==> config.mk <==
export PLATFORM = sky130hd
export DESIGN_NAME = aha_clock_select_ctrl
export DESIGN_NICKNAME = d
export VERILOG_FILES = /design/src/rtl/aha_clock_select_ctrl.sv
export SDC_FILE = /design/constraint.sdc
export NUM_CORES = 1
export LEC_CHECK = 0
export BUFFER_PORTS_ARGS = -buffer_cell sky130_fd_sc_hd__buf_2
export CORE_AREA = 2 2 55 57
export CTS_BUF_LIST = sky130_fd_sc_hd__clkbuf_4 sky130_fd_sc_hd__clkbuf_8
export CTS_CLUSTER_DIAMETER = 150
export DETAILED_ROUTE_END_ITERATION = 10
export DIE_AREA = 0 0 57 59
export GPL_ROUTABILITY_DRIVEN = 0
export PLACE_DENSITY_LB_ADDON = 0.12
export RECOVER_POWER = 25
export SYNTH_ARGS = -nofsm -noshare
export SYNTH_HDL_FRONTEND = slang
export SYNTH_SLANG_ARGS = --single-unit
==> constraint.sdc <==
create_clock -name CLK -period 2.5 [get_ports CLK]
set_input_delay 0.125 -clock CLK [delete_from_list [all_inputs] [get_ports CLK]]
set_output_delay 0.125 -clock CLK [all_outputs]
set_load 0.02 [all_outputs]
==> src/rtl/aha_clock_select_ctrl.sv <==
// rtl/aha_clock_select_ctrl.sv - initiator of the glitch-free clock-switch select handshake
// Optional switch counter: define AHA_CLK_SEL_SWITCH_COUNT_EN.
module aha_clock_select_ctrl #(
  parameter int NUM_CLKS       = 6,
  parameter int SEL_W          = 3,
  parameter int SYNC_STAGES    = 2,
  parameter int TIMEOUT_CYCLES = 1024,
  parameter int RESET_SEL      = 0
) (
  input  logic                CLK,
  input  logic                RESET,
  input  logic                REQ_VALID,
  input  logic [SEL_W-1:0]    REQ_SEL,
  output logic                REQ_READY,
  output logic [SEL_W-1:0]    SELECT_REQ,
  input  logic [NUM_CLKS-1:0] SELECT_ACK_IN,
  output logic [SEL_W-1:0]    CUR_SEL,
  output logic                BUSY,
  output logic                DONE,
  output logic                TIMEOUT_ERR,
  output logic                SEL_ERR,
  output logic [15:0]         SWITCH_COUNT
);

  localparam int TW = (TIMEOUT_CYCLES > 1) ? $clog2(TIMEOUT_CYCLES) : 1;
  localparam logic [TW-1:0]    TIMER_MAX   = TW'(TIMEOUT_CYCLES - 1);
  localparam logic [SEL_W-1:0] RESET_SEL_W = SEL_W'(RESET_SEL);
  localparam logic [SEL_W:0]   NUM_CLKS_W  = (SEL_W + 1)'(NUM_CLKS);

  typedef enum logic [1:0] {
    ST_INIT,
    ST_IDLE,
    ST_WAIT_OFF,
    ST_WAIT_ON
  } state_t;

  state_t               state_q, state_d;
  logic [SEL_W-1:0]     sel_req_q, sel_req_d;
  logic [SEL_W-1:0]     cur_sel_q, cur_sel_d;
  logic [SEL_W-1:0]     tgt_q, tgt_d;
  logic [TW-1:0]        timer_q, timer_d;
  logic                 done_q, done_d;
  logic                 sel_err_q, sel_err_d;
  logic                 tmo_q, tmo_d;

  logic [NUM_CLKS-1:0]  sync_q [SYNC_STAGES];
  logic [(1<<SEL_W)-1:0] ack_pad;
  logic [TW-1:0]        timer_nxt;
  logic                 timer_exp;
  logic                 sel_bad;
  logic                 on_hit;

  // The raw acks come from foreign clock domains; only this chain samples them.
  always_ff @(posedge CLK) begin
    if (RESET) begin
      for (int k = 0; k < SYNC_STAGES; k++) sync_q[k] <= '0;
    end else begin
      sync_q[0] <= SELECT_ACK_IN;
      for (int k = 1; k < SYNC_STAGES; k++) sync_q[k] <= sync_q[k-1];
    end
  end

  // Padding lets any select index the ack vector safely.
  always_comb begin
    ack_pad = '0;
    ack_pad[NUM_CLKS-1:0] = sync_q[SYNC_STAGES-1];
  end

  // Timer saturates so an exit in the cycle after expiry is still judged correctly.
  assign timer_exp = (timer_q == TIMER_MAX);
  assign timer_nxt = timer_exp ? timer_q : timer_q + TW'(1);
  assign sel_bad   = ({1'b0, REQ_SEL} >= NUM_CLKS_W);
  assign on_hit    = ack_pad[tgt_q];

  always_comb begin
    state_d   = state_q;
    sel_req_d = sel_req_q;
    cur_sel_d = cur_sel_q;
    tgt_d     = tgt_q;
    timer_d   = timer_q;
    done_d    = 1'b0;
    sel_err_d = 1'b0;
    tmo_d     = tmo_q;
    case (state_q)
      ST_INIT: begin
        timer_d = timer_nxt;
        if (ack_pad[RESET_SEL_W]) begin
          state_d = ST_IDLE;
        end else if (timer_exp) begin
          tmo_d   = 1'b1;
          state_d = ST_IDLE;
        end
      end
      ST_IDLE: begin
        timer_d = '0;
        if (REQ_VALID) begin
          if (sel_bad) begin
            sel_err_d = 1'b1;
          end else if (REQ_SEL == cur_sel_q) begin
            done_d = 1'b1;
          end else begin
            tgt_d     = REQ_SEL;
            sel_req_d = REQ_SEL;
            tmo_d     = 1'b0;
            state_d   = ST_WAIT_OFF;
          end
        end
      end
      ST_WAIT_OFF: begin
        timer_d = timer_nxt;
        if (!ack_pad[cur_sel_q]) begin
          state_d = ST_WAIT_ON;
        end else if (timer_exp) begin
          tmo_d   = 1'b1;
          state_d = ST_IDLE;
        end
      end
      ST_WAIT_ON: begin
        timer_d = timer_nxt;
        if (on_hit) begin
          cur_sel_d = tgt_q;
          done_d    = 1'b1;
          state_d   = ST_IDLE;
        end else if (timer_exp) begin
          tmo_d   = 1'b1;
          state_d = ST_IDLE;
        end
      end
      default: state_d = ST_INIT;
    endcase
  end

  always_ff @(posedge CLK) begin
    if (RESET) begin
      state_q   <= ST_INIT;
      sel_req_q <= RESET_SEL_W;
      cur_sel_q <= RESET_SEL_W;
      tgt_q     <= RESET_SEL_W;
      timer_q   <= '0;
      done_q    <= 1'b0;
      sel_err_q <= 1'b0;
      tmo_q     <= 1'b0;
    end else begin
      state_q   <= state_d;
      sel_req_q <= sel_req_d;
      cur_sel_q <= cur_sel_d;
      tgt_q     <= tgt_d;
      timer_q   <= timer_d;
      done_q    <= done_d;
      sel_err_q <= sel_err_d;
      tmo_q     <= tmo_d;
    end
  end

`ifdef AHA_CLK_SEL_SWITCH_COUNT_EN
  logic [15:0] count_q;

  always_ff @(posedge CLK) begin
    if (RESET) begin
      count_q <= '0;
    end else if (state_q == ST_WAIT_ON && on_hit && count_q != 16'hFFFF) begin
      count_q <= count_q + 16'd1;
    end
  end

  assign SWITCH_COUNT = count_q;
`else
  assign SWITCH_COUNT = 16'h0000;
`endif

  assign REQ_READY   = (state_q == ST_IDLE);
  assign BUSY        = (state_q != ST_IDLE);
  assign SELECT_REQ  = sel_req_q;
  assign CUR_SEL     = cur_sel_q;
  assign DONE        = done_q;
  assign SEL_ERR     = sel_err_q;
  assign TIMEOUT_ERR = tmo_q;

endmodule

======== After elaboration in Yosys (flattened, before gate mapping) ========
Memories as Yosys holds them, arrays and structs flattened.
Cells that the tools add are included.
storage, ports and cells
  memories kept ........................... 1
  RAM bits ................................ 12
  register bits ........................... 21
  input port bits ......................... 12
  output and inout port bits .............. 27
  logic and storage cells ................. 71
operators by class
  reduce and logical (&&, ||, !) cells .... 7
  equality and inequality tests ........... 13
  bitwise logic cells ..................... 6
  add/sub/neg operators ................... 1
  multiplexer cells ....................... 33
  $lt $le $gt $ge ......................... 3
memories
  name    depth  width  read ports  clocked after memory_dff  wr ports  line  text
  sync_q  2      6      2           0                         2         46    logic [NUM_CLKS-1:0] sync_q [SYNC_STAGES];
operators with widths
  operator                 number
  $pmux W10 S2             1
  $mux W1                  17
  $mux W2                  7
  $ne A2 B2 Y1 const B     7
  $mux W6                  2
  $add A10 B1 Y10 const B  1
  $eq A10 B10 Y1 const B   1
  $mux W10                 1
  $lt A3 B4 Y1 const B     2
  $pmux W2 S4              1
  $bmux W1 S3              2
  $reduce_and A6 Y1        1
  $reduce_or A3 Y1         2
  $eq A2 B2 Y1 const B     2
  $not A1 Y1               4
  $pmux W1 S4              1
  $reduce_and A4 Y1        1
  $eq A3 B3 Y1             1
  $ge A3 B3 Y1 const B     1
  $reduce_and A3 Y1        1
  $eq A2 B1 Y1 const B     1
  $logic_not A2 Y1         1
  $ne A2 B1 Y1 const B     1
  $or A1 B1 Y1             2
  2 further kinds          2

======== Depth between registers and ports, before layout ========
Gate-level depths: netlist of the first run.
  word-level depth ........................ 5
  mapped depth ............................ 6
  gate-level depth less buffers ........... 6

======== Worst setup path before layout of the first run ========
Ideal clock, no wire load.
  kind .................................... reg2reg
  start point ............................. register cur_sel_q[0] (netlist: CUR_SEL[0])
  end point ............................... register tmo_q (netlist: TIMEOUT_ERR)
  path buffers ............................ 0
  slack ................................... 868 ps
  arrival ................................. 1502 ps
  cell stages (with the launch flop) ...... 6
  cell sequence ........................... dfxtp_1 > mux4_2 > nand2b_2 > nand4b_2 > a41oi_2 > nor3_2
between the ends
  cells in the longest elaborated chain, start to end .. 4
  elaborated cells between the ends (all ways) .. 6
  classes of those cells .................. eq/ne: 3; mux: 2; reduce/logical: 1
ends and longest elaborated chain
  what                           line  text
  from (decl)                    39    logic [SEL_W-1:0] cur_sel_q, cur_sel_d;
  from (signal assigned)         146   cur_sel_q <= cur_sel_d;
  $bmux W1 S3                    111   if (!ack_pad[cur_sel_q]) begin
  $mux W1 (implied by the code)  111
  $ne A2 B2 Y1 (no line)         n/a
  $reduce_and A6 Y1 (no line) *  n/a
  to (signal assigned)           151   tmo_q <= tmo_d;
  to (decl)                      44    logic tmo_q, tmo_d;
Every way passes the cells marked *; elsewhere a longest branch is shown, timed or not. The select of a mux whose other input is x is not followed.
A chain may end at the register's enable or synchronous reset.

======== Worst setup path after layout of the first run ========
Same ends and word-level chain as after synthesis.

==> results of run 1 <==
state kept, by name, indices dropped and copies added (netlist names):
signal	count
CUR_SEL	3
DONE	1
SEL_ERR	1
TIMEOUT_ERR	1
state_q	2
sync_q	12
tgt_q	3
timer_q	10
critical path: stages, from the launching register on:
cell	delay, ns
dfxtp_1	0.46
mux4_2	0.54
nand2b_2	0.10
nand4b_2	0.13
a41oi_2	0.23
nor3_2	0.07
layout make-up:
class	instances	area [um^2]	share of cell area
inverter	2	7.51	0.00445
sequential	33	661	0.391
multi-input combinational	122	803	0.476
clock buffer	7	58.8	0.0348
timing repair buffer	23	119	0.0704
tap	31	38.8	0.0230
per-stage QoR:
step	instances	util
floorplan	178	-
global placement	210	0.598
detailed placement	210	0.598
CTS	218	0.623
global route	218	0.623
finish	218	0.623
path summary, 6_finish.rpt:
path	cells past startpoint	slack, ns	end	from
min	2	0.01	sync_q[0][4]	SELECT_ACK_IN[4]
max reg2reg	5	0.83	TIMEOUT_ERR	CUR_SEL[0]
max	5	0.83	TIMEOUT_ERR	CUR_SEL[0]
min reg2reg	1	0.44	sync_q[0][7]	sync_q[0][1]
layer usage:
| layer | track usage | wire length (um) | up-vias |
|---|---|---|---|
| met5 | 0 | 0 | - |
| met4 | 0.0498 | 31 | 0 |
| met3 | 0.0655 | 158 | 4 |
| met2 | 0.287 | 1190 | 37 |
| met1 | 0.218 | 1220 | 514 |
| li1 | - | - | 570 |
cells by family after synthesis:
logic type,after synthesis,synth area share
XOR/XNOR,8,0.0449
other,1,0.00240
buffers and inverters,23,0.0978
multiplexers,12,0.0858
adder cells (fa/ha/maj),1,0.00802
AO/OA/AOI/OAI,15,0.0682
AND/OR/NAND/NOR,70,0.269
flip-flops,33,0.423
power by group through the flow:
stage	clock [mW]	sequential (mW)	combinational, mW
floorplan	0	0.565	0.111
global placement	0	0.572	0.103
detailed placement	0	0.573	0.106
CTS	0.318	0.561	0.108
global route	0.340	0.564	0.117
finish	0.308	0.561	0.107
cells in the final DEF, fill, tap and decap left out, types with 2 or more instances in the layout:
cell	instances
conb_1	16
nand2_1	8
nand2b_1	3
mux2i_1	10
dfxtp_1	33
xor2_1	7
nor2b_1	13
nor2_1	18
nor3_2	2
nand3b_1	2
and3_1	2
nor3_4	2
nand4_1	2
o21ai_0	3
a21oi_1	3
a31oi_1	3
clkbuf_4	6
nand3_1	7
nor3_1	3
buf_2	21
what timing repair did:
item,4_1_cts,5_1_grt
setup endpoints to repair,0,0
hold endpoints to repair,1,0
resized for setup,0,0
hold buffers,1,0
==> run metrics, run 1 <==
Crit. End Element=flip-flop; share of post-route cells with drive strength above 1=0.230; first-pass GRT wire length=between 4 and 5 mm; routed vias=between 1k and 1.5k; cell-internal power=726 uW; CTS tree=done; Peak supply drop=around 0.0005 V; most numerous cell in the Yosys netlist=dfxtp_1; pwr/cell area=slightly below 600 nW/um^2; fillers=246; CTS Sinks=33; Initial DRT Pass Iterations=4; Flop pwr share=0.575; f_max=between 500 and 600 MHz; Main synth FF type=dfxtp_1; Max clock buf depth=2; setup violators final=0; final hold vios=0; Layout Area Growth over Synthesis=8.18%; I/O Buffers=22; Min-Delay Path Class=input port to flip-flop; clock group share of total power=0.316; combinational fraction of design power=0.110; total negative setup slack=0 ns; final WL=2.60 mm; Initial Utilization=0.576; Final Cell Area=about 1700 um^2; Num CTS Buffers=5; worst-margin pin slew=around 1 ns; total number of yosys warnings=0; clk_lat worst skew=around 0.32 ns; layout net count=200; Arr. time, crit path=around 1.9 ns; diode count=0; Tcrit/Tclk final=0.670; Leak=just under 0.7 nW; Core Area=approximately 2700 um^2; GRT Util Overall=0.175; Worst Skew=between 0.009 and 0.01 ns; Initial DRC Count=22; max-cap violations=0; Worst slew margin=0.338; CP Class=flip-flop to flip-flop; max-slew violations=0; clock root cell=clkbuf_4; CP required=around 2.7 ns; flops & latches, synth=33; Tmin final=approximately 1.7 ns; Synth cell types=42; Post-Syn Instances=163; async set or reset register ratio after synthesis=0; worst-path fanout max=5; Rows=19; Synth area leaders=dfxtp_1 42%, buf_4 8.2%, mux2i_1 6.4%; Seq/Total Area, Yosys=0.423; # IOs=39; final setup margin=approximately 0.83 ns; pre-CTS WS=between 0.8 and 0.9 ns; RSZ-0062 raised after global routing=false; switching share of power=0.256; Die ar.=approximately 3400 um^2; Die Y=roughly 60 um; Design Power=977 uW; Psw=~250 uW; Post-Syn Area=roughly 1600 um^2; Post-Syn Area per Cell=9.57 um^2; largest net degree at the start of global routing=25; htree depth=2; Synth top area share=0.423; routed length per instance=around 12 um; drt via density=roughly 5.2; Worst-path clk slew=~0.1 ns; status=finished, final reports clean; Antenna Nets Post-Route=0; number of global-route vias before repair=1024; number of antenna violations at the first check in global routing=0; # DRC=0; post-CTS setup buffer count=0; grt total ovfl=0; Die W=between 50 and 60 um; Startpoint Class=flip-flop; number of synthesized flops with an enable pin=0; top cells by count, synth=33 x dfxtp_1, 18 x nor2_1, 17 x buf_4; Hold WS=0.0132 ns; placed wire-length estimate=1.95 mm; Post-DP Area=~1600 um^2; Yosys top cell by area=dfxtp_1
No activity file was read; power rests on OpenSTA's default activity.
==> run 2, diff against run 1 <==
CORE_AREA = 2 2 60 62   (was 2 2 55 57)
DIE_AREA = 0 0 62 64   (was 0 0 57 59)
clock period = 1.5 ns   (was 2.5 ns; I/O delays follow)
==> run 2 against run 1 <==
Hold slack improved by 0.0041 ns. Die area rose by 18%. Fmax increased by 12%. Final area up 17%. Sequential share of layout area is 5.0 points lower. Register-to-register slack worse by 0.81 ns. Utilization decreased by 2.2 points. Count of clock-buffer cells in the layout fell by 2. Combinational power up 120%. Critical path type unchanged. Critical endpoint unchanged. Largest cell class unchanged. Largest power group unchanged.
==> run metrics, run 2 (synthesis results as in run 1) <==
Tcrit/Tclk final=0.993 (was 0.670); share of post-route cells with drive strength above 1=0.335 (was 0.230); WP depth=6 (was 5); number of antenna violations at the first check in global routing=0 (unchanged); Rows=21 (was 19); max FFs per register=12 (unchanged); I/O Buffers=22 (unchanged); Arr. time, crit path=1.72 ns (was 1.86 ns); max-cap violations=0 (unchanged); Die Y=64 um (was 59 um); clk_lat worst skew=0.35 ns (was 0.32 ns); fillers=280 (was 246); CP Capture Point=TIMEOUT_ERR (unchanged); Initial DRT Pass Iterations=4 (unchanged); most frequent cells in the layout=27 x dfxtp_1, 22 x buf_2, 18 x nor2_1 (was 33 x dfxtp_1, 21 x buf_2, 18 x nor2_1); CTS tree=done (unchanged); Final Cell Area=1970 um^2 (was 1690 um^2); Die ar.=3970 um^2 (was 3360 um^2); Startpoint Class=flip-flop (unchanged); R2R depth=6 (was 5); Largest Register=sync_q (unchanged); top flop regs=sync_q (12), timer_q (10) (unchanged); Crit path max-delay family=flip-flops (was multiplexers); CP Class=flip-flop to flip-flop (unchanged); number of global-route vias before repair=1147 (was 1024); register area=673 um^2 (was 661 um^2); DR WL met2=1.40 mm (was 1.19 mm); routed length per instance=11.7 um (was 11.9 um); diode count=0 (unchanged); status=finished, final reports clean (unchanged); Die W=62 um (was 57 um); placed wire-length estimate=2.03 mm (was 1.95 mm); RSZ-0062 raised after global routing=true (was false); Layout Area Growth over Synthesis=26.4% (was 8.18%); worst flop-to-flop path startpoint=tgt_q[0] (was CUR_SEL[0]); Antenna Nets Post-Route=0 (unchanged); f_max=672 MHz (was 597 MHz); multi-input logic area=852 um^2 (was 803 um^2); Crit. End Element=flip-flop (unchanged); r2r endpoint=TIMEOUT_ERR (unchanged); Hold WS=0.0172 ns (was 0.0132 ns); pwr/cell area=930 nW/um^2 (was 579 nW/um^2); Num CTS Buffers=5 (unchanged); Max clock buf depth=2 (unchanged); Initial Utilization=0.475 (was 0.576); CTS Sinks=33 (unchanged); Leak=0.815 nW (was 0.696 nW); cells along the critical path=mux2i_4 > nor3b_4 > o211ai_2 > buf_4 > a41oi_2 > nor3_2 (was mux4_2 > nand2b_2 > nand4b_2 > a41oi_2 > nor3_2); GRT Util Overall=0.173 (was 0.175); Core Area=3280 um^2 (was 2710 um^2); final setup margin=0.0112 ns (was 0.825 ns); Slowest cell on crit path=dfxtp_4 (was mux4_2); final WL=2.98 mm (was 2.60 mm); hold path start=REQ_SEL[2] (was SELECT_ACK_IN[4]); wire length on met3=178 um (was 158 um); htree depth=2 (unchanged); Buf+Inv Stages, Crit Path=1 (was 0); CP startpoint=tgt_q[0] (was CUR_SEL[0]); largest net degree at the start of global routing=24 (was 25); grt total ovfl=0 (unchanged); Tmin final=1.49 ns (was 1.67 ns); pre-CTS WS=-0.00594 ns (was 0.857 ns); R2R Setup Slk=0.01 ns (was 0.83 ns); drt via density=4.74 (was 5.16); # IOs=39 (unchanged); Peak supply drop=0.000768 V (was 0.000507 V); first-pass GRT wire length=5.01 mm (was 4.47 mm); met1 WL=1.35 mm (was 1.22 mm); Inst Count DP=233 (was 210); Worst-path clk slew=0.12 ns (was 0.10 ns); max-slew violations=0 (unchanged); Post-DP Area=1700 um^2 (was 1620 um^2); most common cell after layout, fill and taps aside=dfxtp_1 (unchanged); # DRC=0 (unchanged); worst-path fanout max=6 (was 5); Initial DRC Count=30 (was 22); final std cells w/o fill=255 (was 218); CP peak stage delay=0.39 ns (was 0.54 ns); layout net count=221 (was 200); Min-Delay Path Class=input port to flip-flop (unchanged); Top Metal Used=met4 (unchanged); clock root cell=clkbuf_4 (unchanged); routed vias=1208 (was 1125); setup violators final=0 (unchanged); final hold vios=0 (unchanged); Worst Skew=0.0155 ns (was 0.00920 ns); CP required=1.73 ns (was 2.68 ns)
-- run 2: worst min-delay path, cell delays in order --
cell	delay, ns
buf_2	0.11
mux2i_1	0.07
nor2_1	0.08
-- run 2: how the worst min path moves through the flow --
stage	endpoint	slack, ns	cells past startpoint
detailed placement	sync_q[0][1]	0.29	2
global route	tgt_q[2]	0.01	3
floorplan	sync_q[0][0]	0.15	1
global placement	sync_q[0][5]	0.28	2
finish	tgt_q[2]	0.02	3
CTS	tgt_q[2]	0.01	3
-- run 2: timing repair --
action / in CTS / in global routing
endpoints found under the setup margin: 4 / 13
endpoints found under the hold margin: 10 / 0
pin swaps: 2 / 5
setup buffers: 2 / 3
gates resized for setup: 3 / 12
hold buffers: 9 / 0
-- run 2: stage by stage --
stage               utilization  TNS, ns  total power [mW]
floorplan                     -        0              1.12
global placement          0.518        0              1.15
detailed placement        0.518  -0.0113              1.15
CTS                       0.579        0              1.84
global route              0.600   -0.107              1.93
finish                    0.600        0              1.83
-- run 2: routing by layer --
metal	GRT usage	vias up
li1	-	612
met1	0.219	546
met2	0.260	45
met3	0.0668	5
met4	0.0638	0
met5	0	-
-- run 2: report_power, final --
| part | switching [mW] | internal, mW | leakage, nW |
|---|---|---|---|
| sequential | 0.0210 | 0.906 | 0.272 |
| combinational | 0.135 | 0.0981 | 0.502 |
| clock | 0.322 | 0.353 | 0.0414 |
-- run 2: area by class of cell --
cell class / instances / share of cell area
Sequential cell: 33 / 0.341
Clock buffer: 5 / 0.0190
Inverter: 2 / 0.00381
Clock inverter: 3 / 0.0235
Tap cell: 46 / 0.0292
Timing Repair Buffer: 44 / 0.151
Multi-Input combinational cell: 122 / 0.432
==> run 3, diff against run 2 <==
CORE_AREA = 2 2 78 80   (was 2 2 60 62)
DIE_AREA = 0 0 80 82   (was 0 0 62 64)
==> run 3 against run 2 <==
Clock skew down 0.0072 ns. Total power up 7.9%. Non-clock buffer count down 5. Utilization down 26 points. Count of clock-buffer cells in the layout unchanged. Setup slack better by 0.036 ns.
==> run metrics, run 3 (synthesis results as in run 1) <==
pre-CTS WS=0.00598 ns (was -0.00594 ns); worst flop-to-flop path startpoint=CUR_SEL[0] (was tgt_q[0]); Largest Register=sync_q (unchanged); most common cell after layout, fill and taps aside=dfxtp_1 (unchanged); f_max=688 MHz (was 672 MHz); Crit. End Element=flip-flop (unchanged); Hold EP=sync_q[0][5] (was tgt_q[2]); Antenna Nets Post-Route=0 (unchanged); Initial DRT Pass Iterations=4 (unchanged); Design Power=1.98 mW (was 1.83 mW); status=finished, final reports clean (unchanged); switching share of power=0.249 (was 0.261); CTS tree=done (unchanged); max FFs per register=12 (unchanged); number of antenna violations at the first check in global routing=0 (unchanged); Hold Crit Depth=2 (was 3); CP required=1.67 ns (was 1.73 ns); Die W=80 um (was 62 um); most frequent cells in the layout=29 x dfxtp_1, 22 x buf_2, 18 x nor2_1 (was 27 x dfxtp_1, 22 x buf_2, 18 x nor2_1); Num CTS Buffers=5 (unchanged); final hold vios=0 (unchanged); grt total ovfl=0 (unchanged); cells along the critical path=mux4_2 > nand2b_2 > nand4b_2 > a41oi_2 > nor3_2 (was mux2i_4 > nor3b_4 > o211ai_2 > buf_4 > a41oi_2 > nor3_2); Tcrit/Tclk final=0.968 (was 0.993); worst-path fanout max=5 (was 6); Die Y=82 um (was 64 um); max-cap violations=0 (unchanged); largest net degree at the start of global routing=24 (unchanged); routed vias=1178 (was 1208); r2r endpoint=TIMEOUT_ERR (unchanged); Startpoint Class=flip-flop (unchanged); CP Class=flip-flop to flip-flop (unchanged); CTS Sinks=33 (unchanged); setup violators final=0 (unchanged); number of global-route vias before repair=1053 (was 1147); Tmin final=1.45 ns (was 1.49 ns); hold path start=SELECT_ACK_IN[5] (was REQ_SEL[2]); Worst-path clk slew=0.08 ns (was 0.12 ns); final setup margin=0.0473 ns (was 0.0112 ns); Leak=0.808 nW (was 0.815 nW); routed length per instance=11.1 um (was 11.7 um); # DRC=0 (unchanged); clock group share of total power=0.424 (was 0.368); Post-DP Area=1760 um^2 (was 1700 um^2); Min-Delay Path Class=input port to flip-flop (unchanged); max-slew violations=0 (unchanged); top flop regs=sync_q (12), timer_q (10) (unchanged); Arr. time, crit path=1.62 ns (was 1.72 ns); Max clock buf depth=2 (unchanged); CP peak stage delay=0.50 ns (was 0.39 ns); I/O Buffers=22 (unchanged); Psw=493 uW (was 478 uW); diode count=0 (unchanged); clk_lat worst skew=0.29 ns (was 0.35 ns); R2R depth=5 (was 6); placed wire-length estimate=2.25 mm (was 2.03 mm); drt via density=4.22 (was 4.74); Slowest cell on crit path=mux4_2 (was dfxtp_4); Worst Skew=0.00830 ns (was 0.0155 ns); Flop pwr share=0.467 (was 0.505); Inst Count DP=265 (was 233); combinational fraction of design power=0.109 (was 0.127); R2R Setup Slk=0.05 ns (was 0.01 ns); Final Cell Area=1960 um^2 (was 1970 um^2); pwr/cell area=1010 nW/um^2 (was 930 nW/um^2); Layout Area Growth over Synthesis=25.8% (was 26.4%); first-pass GRT wire length=4.86 mm (was 5.01 mm); final WL=3.09 mm (was 2.98 mm); clock root cell=clkbuf_8 (was clkbuf_4); share of post-route cells with drive strength above 1=0.319 (was 0.335); GRT Util Overall=0.0990 (was 0.173); cell-internal power=1.49 mW (was 1.36 mW); layout net count=216 (was 221); Peak supply drop=0.000338 V (was 0.000768 V); RSZ-0062 raised after global routing=true (unchanged); Die ar.=6560 um^2 (was 3970 um^2); Core Area=5750 um^2 (was 3280 um^2); final std cells w/o fill=279 (was 255); Initial Utilization=0.272 (was 0.475); htree depth=2 (unchanged); Rows=28 (was 21); # IOs=39 (unchanged); Initial DRC Count=69 (was 30)
==> run 3: cell count changes in the layout (fill, tap and decap cells not counted), sizes merged <==
| cell | before | now |
|---|---|---|
| dlygate4sd3 | 9 | 4 |
==> run 3: what timing repair did <==
action / 4_1_cts / 5_1_grt
setup buffers: 0 / 2
resized for setup: 0 / 6
pin swaps: 1 / 3
cloned: 0 / 0
hold endpoints to repair: 4 / 0
hold buffers: 4 / 0
setup endpoints to repair: 1 / 10
==> run 3: stage by stage <==
stage	TNS [ns]	util	hold slack [ns]
global placement	0	0.307	0.282
CTS	0	0.334	0.00500
finish	0	0.342	0.00283
global route	-0.0638	0.342	0.00551
floorplan	0	-	0.147
detailed placement	0	0.307	0.287
==> run 3: critical path, delay by kind of cell, from the launching register on <==
family / cells / cell delay, ns
AOI/OAI and AO/OA: 1 / 0.16
DFF: 1 / 0.38
muxes: 1 / 0.50
and+or+nand+nor: 3 / 0.29
==> run 3: worst max path at each step <==
stage               start          end  slack, ns
2_1_floorplan  state_q[1]     tgt_q[2]       0.02
3_3_place_gp   CUR_SEL[2]     tgt_q[0]       0.01
3_5_place_dp   CUR_SEL[0]  TIMEOUT_ERR      0.006
4_1_cts        CUR_SEL[2]     tgt_q[0]      0.002
5_1_grt          tgt_q[2]   CUR_SEL[2]      -0.02
6_report       CUR_SEL[0]  TIMEOUT_ERR       0.05
==> run 3: power by group through the flow <==
stage / Sequential (mW) / Combinational (mW) / Clock [mW]
3_3_place_gp: 0.945 / 0.201 / 0
6_report: 0.925 / 0.215 / 0.840
3_5_place_dp: 0.945 / 0.205 / 0
5_1_grt: 0.929 / 0.240 / 0.923
2_1_floorplan: 0.939 / 0.185 / 0
4_1_cts: 0.925 / 0.213 / 0.871
==> run 3: layer usage <==
layer / GRT usage / up-vias / wire length, um
met5: 0 / - / 0
li1: - / 601 / -
met3: 0.0330 / 4 / 183
met1: 0.117 / 536 / 1450
met4: 0.0576 / 0 / 58
met2: 0.157 / 37 / 1390
==> run 3: final cells by class <==
type | instances | area, um^2
fill | 597 | 3780
multi-input combinational | 122 | 818
sequential | 33 | 668
timing repair buffer | 39 | 260
tap | 75 | 93.8
clock buffer | 5 | 68.8
clock inverter | 3 | 46.3
inverter | 2 | 7.51
